**src/rtl/irq_router_if.sv**
```systemverilog
// rtl/irq_router_if.sv - CPU-side request and pending-interrupt bus of irq_router
interface irq_router_if #(
  parameter int CPU_NB = 4,
  parameter int IRQ_W  = 32
);
  localparam int DEST_W = (CPU_NB > 1) ? $clog2(CPU_NB) : 1;

  logic [CPU_NB-1:0]             i_req_valid;
  logic [CPU_NB-1:0][DEST_W-1:0] i_req_dest;
  logic [CPU_NB-1:0][IRQ_W-1:0]  i_req_irq;
  logic [CPU_NB-1:0]             o_req_ready;
  logic [CPU_NB-1:0][IRQ_W-1:0]  i_irq_clr;
  logic [CPU_NB-1:0][IRQ_W-1:0]  o_irq;

  modport master (
    output i_req_valid, i_req_dest, i_req_irq, i_irq_clr,
    input  o_req_ready, o_irq
  );

  modport slave (
    input  i_req_valid, i_req_dest, i_req_irq, i_irq_clr,
    output o_req_ready, o_irq
  );
endinterface

```
**src/rtl/irq_router.sv**
```systemverilog
// rtl/irq_router.sv - round-robin inter-processor interrupt router with W1C pending bits
// Optional delivery/drop counters are built when IRQ_ROUTER_STATS_EN is defined.
module irq_router #(
  parameter int CPU_NB = 4,
  parameter int IRQ_W  = 32,
  parameter int DLY    = 2
) (
  input  logic         clk,
  input  logic         rst,
  irq_router_if.slave  bus,
  output logic         o_busy
`ifdef IRQ_ROUTER_STATS_EN
  ,
  output logic [15:0]  o_deliver_cnt,
  output logic [15:0]  o_drop_cnt
`endif
);
  localparam int DEST_W = (CPU_NB > 1) ? $clog2(CPU_NB) : 1;

  typedef enum logic [0:0] {IDLE, XFER} state_t;

  state_t                       state, state_nxt;
  logic [3:0]                   cnt;
  logic [DEST_W-1:0]            rr_ptr;
  logic [DEST_W-1:0]            gnt_idx;
  logic [DEST_W-1:0]            gnt_sel;
  logic                         gnt_found;
  logic [DEST_W-1:0]            dest_lat;
  logic [IRQ_W-1:0]             irq_lat;
  logic                         done;
  logic                         in_range;
  logic [CPU_NB-1:0][IRQ_W-1:0] irq_set;

  function automatic logic [DEST_W-1:0] wrap_idx(input int v);
    return DEST_W'(v % CPU_NB);
  endfunction

  // Scan downward so the closest valid index at or after rr_ptr is the last one written.
  always_comb begin
    gnt_found = 1'b0;
    gnt_sel   = '0;
    for (int k = CPU_NB - 1; k >= 0; k--) begin
      if (bus.i_req_valid[wrap_idx(int'(rr_ptr) + k)]) begin
        gnt_found = 1'b1;
        gnt_sel   = wrap_idx(int'(rr_ptr) + k);
      end
    end
  end

  assign done     = (state == XFER) && (cnt == 4'(DLY - 1));
  assign in_range = int'(dest_lat) < CPU_NB;
  assign o_busy   = (state == XFER);

  always_comb begin
    state_nxt = state;
    case (state)
      IDLE:    if (gnt_found) state_nxt = XFER;
      XFER:    if (done) state_nxt = IDLE;
      default: state_nxt = IDLE;
    endcase
  end

  always_ff @(posedge clk) begin
    if (rst) begin
      state    <= IDLE;
      cnt      <= '0;
      rr_ptr   <= '0;
      gnt_idx  <= '0;
      dest_lat <= '0;
      irq_lat  <= '0;
    end else begin
      state <= state_nxt;
      case (state)
        IDLE: begin
          cnt <= '0;
          if (gnt_found) begin
            gnt_idx  <= gnt_sel;
            dest_lat <= bus.i_req_dest[gnt_sel];
            irq_lat  <= bus.i_req_irq[gnt_sel];
          end
        end
        XFER: begin
          cnt <= cnt + 4'd1;
          if (done) rr_ptr <= wrap_idx(int'(gnt_idx) + 1);
        end
        default: cnt <= '0;
      endcase
    end
  end

  always_comb begin
    bus.o_req_ready = '0;
    for (int i = 0; i < CPU_NB; i++) begin
      bus.o_req_ready[i] = done && (gnt_idx == DEST_W'(i));
    end
  end

  // Out-of-range destinations match no index here, so the word is silently dropped.
  always_comb begin
    irq_set = '0;
    for (int d = 0; d < CPU_NB; d++) begin
      if (done && in_range && (dest_lat == DEST_W'(d))) irq_set[d] = irq_lat;
    end
  end

  // Set wins over a same-cycle clear of the same bit.
  always_ff @(posedge clk) begin
    if (rst) begin
      bus.o_irq <= '0;
    end else begin
      bus.o_irq <= (bus.o_irq & ~bus.i_irq_clr) | irq_set;
    end
  end

`ifdef IRQ_ROUTER_STATS_EN
  always_ff @(posedge clk) begin
    if (rst) begin
      o_deliver_cnt <= '0;
      o_drop_cnt    <= '0;
    end else if (done) begin
      if (in_range && (o_deliver_cnt != 16'hFFFF)) o_deliver_cnt <= o_deliver_cnt + 16'd1;
      if (!in_range && (o_drop_cnt != 16'hFFFF)) o_drop_cnt <= o_drop_cnt + 16'd1;
    end
  end
`endif
endmodule

```
**src/flat_wrapper.sv**
```systemverilog
// flat-port wrapper written by rule: the top's interface ports become plain ports
module irq_router_flat 
#(
  parameter int CPU_NB = 4,
  parameter int IRQ_W  = 32,
  parameter int DLY    = 2
)
  (clk, rst, o_busy, bus_i_req_valid, bus_i_req_dest, bus_i_req_irq, bus_i_irq_clr, bus_o_req_ready, bus_o_irq);
  irq_router_if #(.CPU_NB(CPU_NB), .IRQ_W(IRQ_W)) bus_i ();
  input  logic clk;
  input  logic rst;
  output logic o_busy;
  input wire logic [$bits(bus_i.i_req_valid)-1:0] bus_i_req_valid;
  input wire logic [$bits(bus_i.i_req_dest)-1:0] bus_i_req_dest;
  input wire logic [$bits(bus_i.i_req_irq)-1:0] bus_i_req_irq;
  input wire logic [$bits(bus_i.i_irq_clr)-1:0] bus_i_irq_clr;
  output wire logic [$bits(bus_i.o_req_ready)-1:0] bus_o_req_ready;
  output wire logic [$bits(bus_i.o_irq)-1:0] bus_o_irq;
  assign bus_i.i_req_valid = bus_i_req_valid;
  assign bus_i.i_req_dest = bus_i_req_dest;
  assign bus_i.i_req_irq = bus_i_req_irq;
  assign bus_i.i_irq_clr = bus_i_irq_clr;
  assign bus_o_req_ready = bus_i.o_req_ready;
  assign bus_o_irq = bus_i.o_irq;
  irq_router #(.CPU_NB(CPU_NB), .IRQ_W(IRQ_W), .DLY(DLY)) u_core (.clk(clk), .rst(rst), .bus(bus_i), .o_busy(o_busy));
endmodule
```
**config.mk**
```make
export PLATFORM = sky130hd
export DESIGN_NAME = irq_router_flat
export DESIGN_NICKNAME = d
export VERILOG_FILES = /design/src/rtl/irq_router_if.sv /design/src/rtl/irq_router.sv /design/src/flat_wrapper.sv
export SDC_FILE = /design/constraint.sdc
export NUM_CORES = 1
export LEC_CHECK = 0
export BUFFER_PORTS_ARGS = -buffer_cell sky130_fd_sc_hd__buf_2
export CAP_MARGIN = 30
export CORE_AREA = 2 2 155 157
export DETAILED_ROUTE_END_ITERATION = 7
export DIE_AREA = 0 0 157 159
export HOLD_SLACK_MARGIN = 0.08
export SETUP_SLACK_MARGIN = 0.1
export SLEW_MARGIN = 30
export SYNTH_ARGS = -nofsm -noshare
export SYNTH_HDL_FRONTEND = slang
export SYNTH_SLANG_ARGS = --single-unit
export TNS_END_PERCENT = 100
```
**constraint.sdc**
```tcl
create_clock -name clk -period 4.4 [get_ports clk]
set_input_delay 0.22 -clock clk [delete_from_list [all_inputs] [get_ports clk]]
set_output_delay 0.22 -clock clk [all_outputs]
set_load 0.02 [all_outputs]
```
==> impl_results.md, run 1 <==
- Layout cells sized above 1: 0.374
- RD Place Congestion: ~0.8
- Crit. End Element: register
- Drt initial violations: roughly 260
- Synth area leader: dfxtp_1
- Slew Limit Fails: 0
- Die ar.: 25000 sq um
- Maxcap violations: 0
- Setup TNS: 0 ns
- CTS tree: built
- WL/cell: 16.1 microns
- Finish-stage setup viols: 0
- Layout Cell Area excl Fill: around 11000 sq um
- Nets@finish: roughly 1500
- Initial core utilization: 0.310
- FMAX: about 0.44 GHz
- Synthesized area: around 7200 sq um
- Row cnt: 56
- Drt drc: 0
- TritonRoute pass-1 iters: 4
- Status: completed
- Crit Reg-Reg Startpoint: u_core.rr_ptr[1]
- Core Box Area: approximately 23000 sq um
- Net count after synthesis: around 1100
- Core Util, Final: 0.453
- Area Overhead vs Synth: 46.3%
- Synth Instances: between 700 and 800
- Peak supply drop: between 0.15 and 0.2 mV
- DP Area: 9460 sq um
- Worst Setup SP: u_core.rr_ptr[1]
- Sequential share of the synthesized area: 0.477
- First-pass GRT wire length: 37500 microns
- Critical Path, Cell by Cell: a21oi_1 -> o21ai_1 -> a21oi_4 -> buf_4 -> mux2i_1 -> dlygate4sd3_1 -> o221ai_2
- Top cells by area, synth: dfxtp_1 (48%), nor2b_1 (11%), mux2i_1 (9.6%), a21oi_1 (9.3%), nor2_1 (7.1%)
- Total power draw: approximately 3.5 mW
- Vias: ~7000
- Min Tclk post-route: ~2.3 ns
- Worst path max stage delay: slightly below 0.6 ns
- Initial antenna violation count: 1
- Clock Skew: ~0.018 ns
- # hold bufs at CTS: 44
- Syn_area_per_cell: between 9 and 10 sq um
- CTS Buf Count: 17
- Die W: between 150 and 200 microns
- CP Max Fanout: 28
- Worst Path Required: ~4.7 ns
- Max H-tree Level: 4
- DP Wirelength: about 18000 microns
- Largest net degree at the start of global routing: 72
- Kind of critical path: reg2reg
- GRT Total Usage: 0.194
- Period utilisation layout: 0.516
- RSZ-0062 raised after global routing: false
- Worst-path clk slew: about 0.070 ns
- Chip Height: around 160 microns
- Commonest non-fill, non-tap cells in the layout: buf_2 (401), dfxtp_1 (171), nor2_1 (135)
- Post-cts resize count: 0
- Commonest non-fill, non-tap cell in the layout: buf_2
- Clock latency on the worst-skew pair: around 0.42 ns
- Post-synthesis cell type count: 33
- Final WL: ~25000 microns
- Synth top area share: 0.477
- Slew @ Worst Pin: 0.879 ns
- Clock Tree Buf Depth: 2
- Crit path max-delay family: buffers and inverters
- DRT antenna net count: 0
- Vias in the first global route: 6957
- Global route total overflow: 0
- Hold Violations, Final: 0
- Hold path startpoint: bus_i_irq_clr[20]
- YS warnings: 0
- CP arrival: about 2.6 ns
- Clock root cell: clkbuf_16
- Worst Setup Start Kind: register
- I/O pins: slightly above 400
- Slew margin rel.: 0.414
- Vias per cell: 4.58
- Min-delay worst type: in2reg
- Setup Buffers After CTS: 0
- Leakage: 4.86 nW
- Slowest-stage cell, CP: dlygate4sd3_1
- Sink Count: between 150 and 200
- Buf/Inv on CP: 2
- PortBufs: 402
- Power Dens Cells: between 300 and 400 nW/um^2
- #FFs+latches synth: around 170
-- cells in the mapped netlist --
master and n:
a211oi_1 2, a21oi_1 134, a221oi_2 1, a22o_1 1, and2_1 4, and3_1 1
and4bb_1 1, buf_2 11, buf_4 11, buf_6 5, clkbuf_1 16, clkbuf_4 4
dfxtp_1 171, ha_1 6, inv_1 6, inv_2 1, mux2i_1 69, nand2_1 38
nand2_2 1, nand2b_1 4, nand3_1 1, nor2_1 135, nor2_2 3, nor2b_1 128
nor3_1 1, nor3b_2 1, nor4_2 1, o21ai_0 2, o21ai_1 1, o221ai_1 24
o221ai_2 10, xnor2_1 1, xor2_1 1
-- power by group --
part | switching, mW | internal [mW]
registers | 0.0695 | 1.59
logic | 0.183 | 0.200
clock network | 0.670 | 0.795
-- per-stage QoR --
| step | hold slack (ns) | setup WS [ns] | instances |
|---|---|---|---|
| finish | 0.0983 | 2.13 | 1555 |
| global route | 0.0968 | 2.03 | 1555 |
| CTS | 0.0800 | 1.91 | 1552 |
| detailed placement | 0.465 | 1.92 | 1477 |
| global placement | 0.449 | 2.00 | 1474 |
| floorplan | 0.417 | 2.86 | 796 |
-- worst paths after layout --
kind / endpoint / slack, ns / depth (start not counted)
setup / recovery: u_core.irq_lat[30] / 2.13 / 7
hold / removal: u_core.bus.o_irq[20] / 0.1 / 4
setup reg to reg: u_core.irq_lat[30] / 2.13 / 7
hold reg to reg: u_core.cnt[0] / 0.47 / 1
-- registers in the layout, summed over array words and instances, names as in the netlist --
| signal | cells |
|---|---|
| u_core.bus.o_irq | 128 |
| u_core.cnt | 4 |
| u_core.dest_lat | 2 |
| u_core.gnt_idx | 2 |
| u_core.irq_lat | 32 |
| u_core.o_busy | 1 |
| u_core.rr_ptr | 2 |
-- final cells by class --
| class | count | area (sq um) |
|---|---|---|
| multi-input combinational | 571 | 3490 |
| sequential | 171 | 3420 |
| clock buffer | 18 | 429 |
| inverter | 7 | 26.3 |
| timing repair buffer | 455 | 2610 |
| antenna | 1 | 2.50 |
| fill | 2300 | 12700 |
| clock inverter | 13 | 134 |
| tap | 319 | 399 |
-- cells by family (layout without fill, tap and decap cells) --
logic type	count (synthesis)	in the layout	share of synthesized area
AO/OA/AOI/OAI	175	175	0.151
buffers and inverters	54	493	0.0432
flip-flops	171	171	0.477
other	0	1	0
multiplexers	69	69	0.0962
AND/OR/NAND/NOR	319	319	0.220
adder cells (fa/ha/maj)	6	6	0.0105
XOR/XNOR	2	2	0.00244
-- worst min-delay path, stage by stage --
cell,delay (ns)
buf_2,0.08
nor2b_1,0.03
a21oi_1,0.11
nor2_1,0.05
-- metal layers --
layer  wire length (microns)  vias to the layer above  GRT usage
met2                   12400                      308      0.349
met4                     466                        0     0.0601
met1                   10100                     3238      0.224
met3                    1990                       23     0.0463
li1                        -                     3548          -
met5                       0                        -          0
No activity file was read; power rests on OpenSTA's default activity.
==> run 2: changes to the inputs <==
==> constraint.sdc (replaced) <==
create_clock -name clk -period 2.34 [get_ports clk]
set_input_delay 0.117 -clock clk [delete_from_list [all_inputs] [get_ports clk]]
set_output_delay 0.117 -clock clk [all_outputs]
set_load 0.02 [all_outputs]
==> run 2 against run 1 <==
Register-to-register slack lost 2.0 ns. Clock power grew 90%. Worst hold slack gained 0.012 ns. Routed wire length grew 25%. Design area grew 22%. Final cell count grew 15%. Worst setup slack lost 2.0 ns. Sequential share of layout area shrank 6.0 points. Critical path depth grew 1. Count of clock-buffer cells in the layout grew 1. Clock skew shrank 0.0067 ns. Largest cell class is now non-clock buffers.
==> impl_results.md, run 2 (synthesized netlist as in run 1, its figures left out) <==
- CTS tree: built
- Initial antenna violation count: 1
- Reg2Reg Depth: 8
- PortBufs: roughly 400
- Slew Limit Fails: 0
- Initial core utilization: 0.310
- Finished Layout Cells: roughly 1800
- Status: completed
- Commonest non-fill, non-tap cell in the layout: buf_2
- CTS Buf Count: 17
- Min-delay worst type: in2reg
- Met2 Use GR: 0.413
- Core Util, Final: 0.555
- Layout cells sized above 1: 0.329
- Hold path startpoint: bus_i_req_irq[115]
- Met3 usage: 0.0520
- Slew margin rel.: 0.471
- Largest regs: u_core.bus.o_irq x128, u_core.irq_lat x32, u_core.cnt x4
- Vias per cell: 4.73
- WL/cell: 17.5 microns
- Setup TNS: 0 ns
- Max H-tree Level: 4
- DP Wirelength: ~18000 microns
- Worst path max stage delay: 0.58 ns
- CP Max Fanout: 15
- Row cnt: 56
- Biggest register: u_core.bus.o_irq
- Crit path max-delay family: buffers and inverters
- Core Box Area: roughly 23000 sq um
- GR peak layer: met2
- Sink Count: roughly 170
- Met1 usage: 0.270
- GRT Total Usage: 0.237
- Reg2reg setup slack: roughly 0.18 ns
- Worst Path Required: 2.62 ns
- Finish-stage setup viols: 0
- Vias in the first global route: about 9000
- Critical Path, Cell by Cell: a21oi_2 -> o21ai_2 -> a21oi_4 -> buf_4 -> clkbuf_16 -> mux2i_1 -> dlygate4sd3_1 -> o221ai_1
- Area Overhead vs Synth: 79.2%
- Period utilisation layout: 0.925
- Min Tclk post-route: ~2.2 ns
- Reg area: ~3400 sq um
- I/O pins: 403
- Worst-path clk slew: about 0.070 ns
- DRT antenna net count: 0
- WHS Endpoint: u_core.irq_lat[19]
- Peak supply drop: 0.322 mV
- Die W: 157 microns
- FMAX: ~0.46 GHz
- Multi-input logic area: roughly 3500 sq um
- Drt drc: 0
- Global route total overflow: 0
- Max FFs per register: between 100 and 150
- Chip Height: approximately 160 microns
- Slew @ Worst Pin: between 0.7 and 0.8 ns
- First-pass GRT wire length: 46200 microns
- Crit Reg-Reg Startpoint: u_core.rr_ptr[1]
- Buf/Inv on CP: 3
- # fillers: approximately 2000
- Slowest-stage cell, CP: dlygate4sd3_1
- Worst r2r dst: u_core.irq_lat[3]
- Vias: 8461
- Kind of critical path: reg2reg
- Largest net degree at the start of global routing: just over 70
- Hold Violations, Final: 0
- Worst Setup Start Kind: register
- Nets@finish: 1733
- Commonest non-fill, non-tap cells in the layout: buf_2 (401), dlygate4sd3_1 (259), dfxtp_1 (171)
- Final WL: 31400 microns
- Clock latency on the worst-skew pair: approximately 0.42 ns
- Power Dens Cells: 549 nW/um^2
- Clock Tree Buf Depth: 2
- Leakage: 5.87 nW
- Clock Skew: ~0.011 ns
- Maxcap violations: 0
- Total power draw: 7.07 mW
- Worst Hold Path Cells: 3
- Placed cell count: about 1500
- RD Place Congestion: ~0.84
- Die ar.: roughly 25000 sq um
- Crit. End Element: register
- CP arrival: 2.45 ns
- RSZ-0062 raised after global routing: false
- Clock root cell: clkbuf_16
- TritonRoute pass-1 iters: 5
- Drt initial violations: 405
==> run 2: cell count changes in the layout (fill, tap and decap cells not counted), moves of 3 or more <==
cell,change
buf_12,+7
buf_16,-4
buf_4,+14
clkbuf_16,+3
dlygate4sd3_1,+215
==> run 2: final cells by class <==
| class | instances | area share |
|---|---|---|
| Multi-Input combinational cell | 571 | 0.271 |
| Sequential cell | 171 | 0.266 |
| Timing Repair Buffer | 689 | 0.385 |
| Tap cell | 319 | 0.0310 |
| Clock buffer | 19 | 0.0337 |
| Inverter | 7 | 0.00204 |
| Clock inverter | 13 | 0.0103 |
| Antenna cell | 1 | 0.000195 |
==> run 2: worst reg2reg max path, stage by stage, from the launching register on <==
cell and delay [ns]:
dfxtp_1 0.36, a21oi_2 0.15, o21ai_2 0.08, a21oi_4 0.16
buf_4 0.18, clkbuf_16 0.20, mux2i_1 0.22, dlygate4sd3_1 0.58
o221ai_1 0.11
==> run 2: report_power, final <==
| part | switching (mW) | leakage (nW) | internal, mW | total (mW) |
|---|---|---|---|---|
| Clock | 1.30 | 0.269 | 1.50 | 2.80 |
| Sequential | 0.132 | 1.38 | 2.99 | 3.12 |
| Combinational | 0.464 | 4.21 | 0.684 | 1.15 |
| Total | 1.90 | 5.87 | 5.17 | 7.07 |
==> run 2: worst max path at each step <==
stage / startpoint / slack [ns] / endpoint / cells after the start
detailed placement: u_core.rr_ptr[1] / 0.36 / u_core.irq_lat[21] / 6
global route: u_core.cnt[0] / 0.1 / u_core.bus.o_irq[64] / 8
CTS: u_core.cnt[0] / 0.13 / u_core.bus.o_irq[64] / 8
global placement: u_core.rr_ptr[1] / 0.38 / u_core.irq_lat[21] / 6
floorplan: u_core.rr_ptr[1] / 0.80 / u_core.irq_lat[22] / 8
finish: u_core.rr_ptr[1] / 0.18 / u_core.irq_lat[3] / 8
==> run 2: through the flow <==
stage,setup WS [ns],hold WS [ns],area (sq um)
2_1_floorplan,0.800,0.314,7180
3_3_place_gp,0.382,0.417,9550
3_5_place_dp,0.363,0.423,9550
4_1_cts,0.127,0.0847,12700
5_1_grt,0.0986,0.0858,12900
6_report,0.176,0.110,12900
==> run 2: layer usage <==
metal	up-vias	wire [microns]
li1	4017	-
met4	0	1460
met2	497	15100
met1	3846	12400
met5	-	0
met3	101	2320
==> run 2: repair_timing <==
action                                  4_1_cts  5_1_grt
endpoints found under the setup margin        0       23
resized for setup                             0        3
hold buffers                                259        0
hold endpoints to repair                    164        0
setup buffers                                 0       10
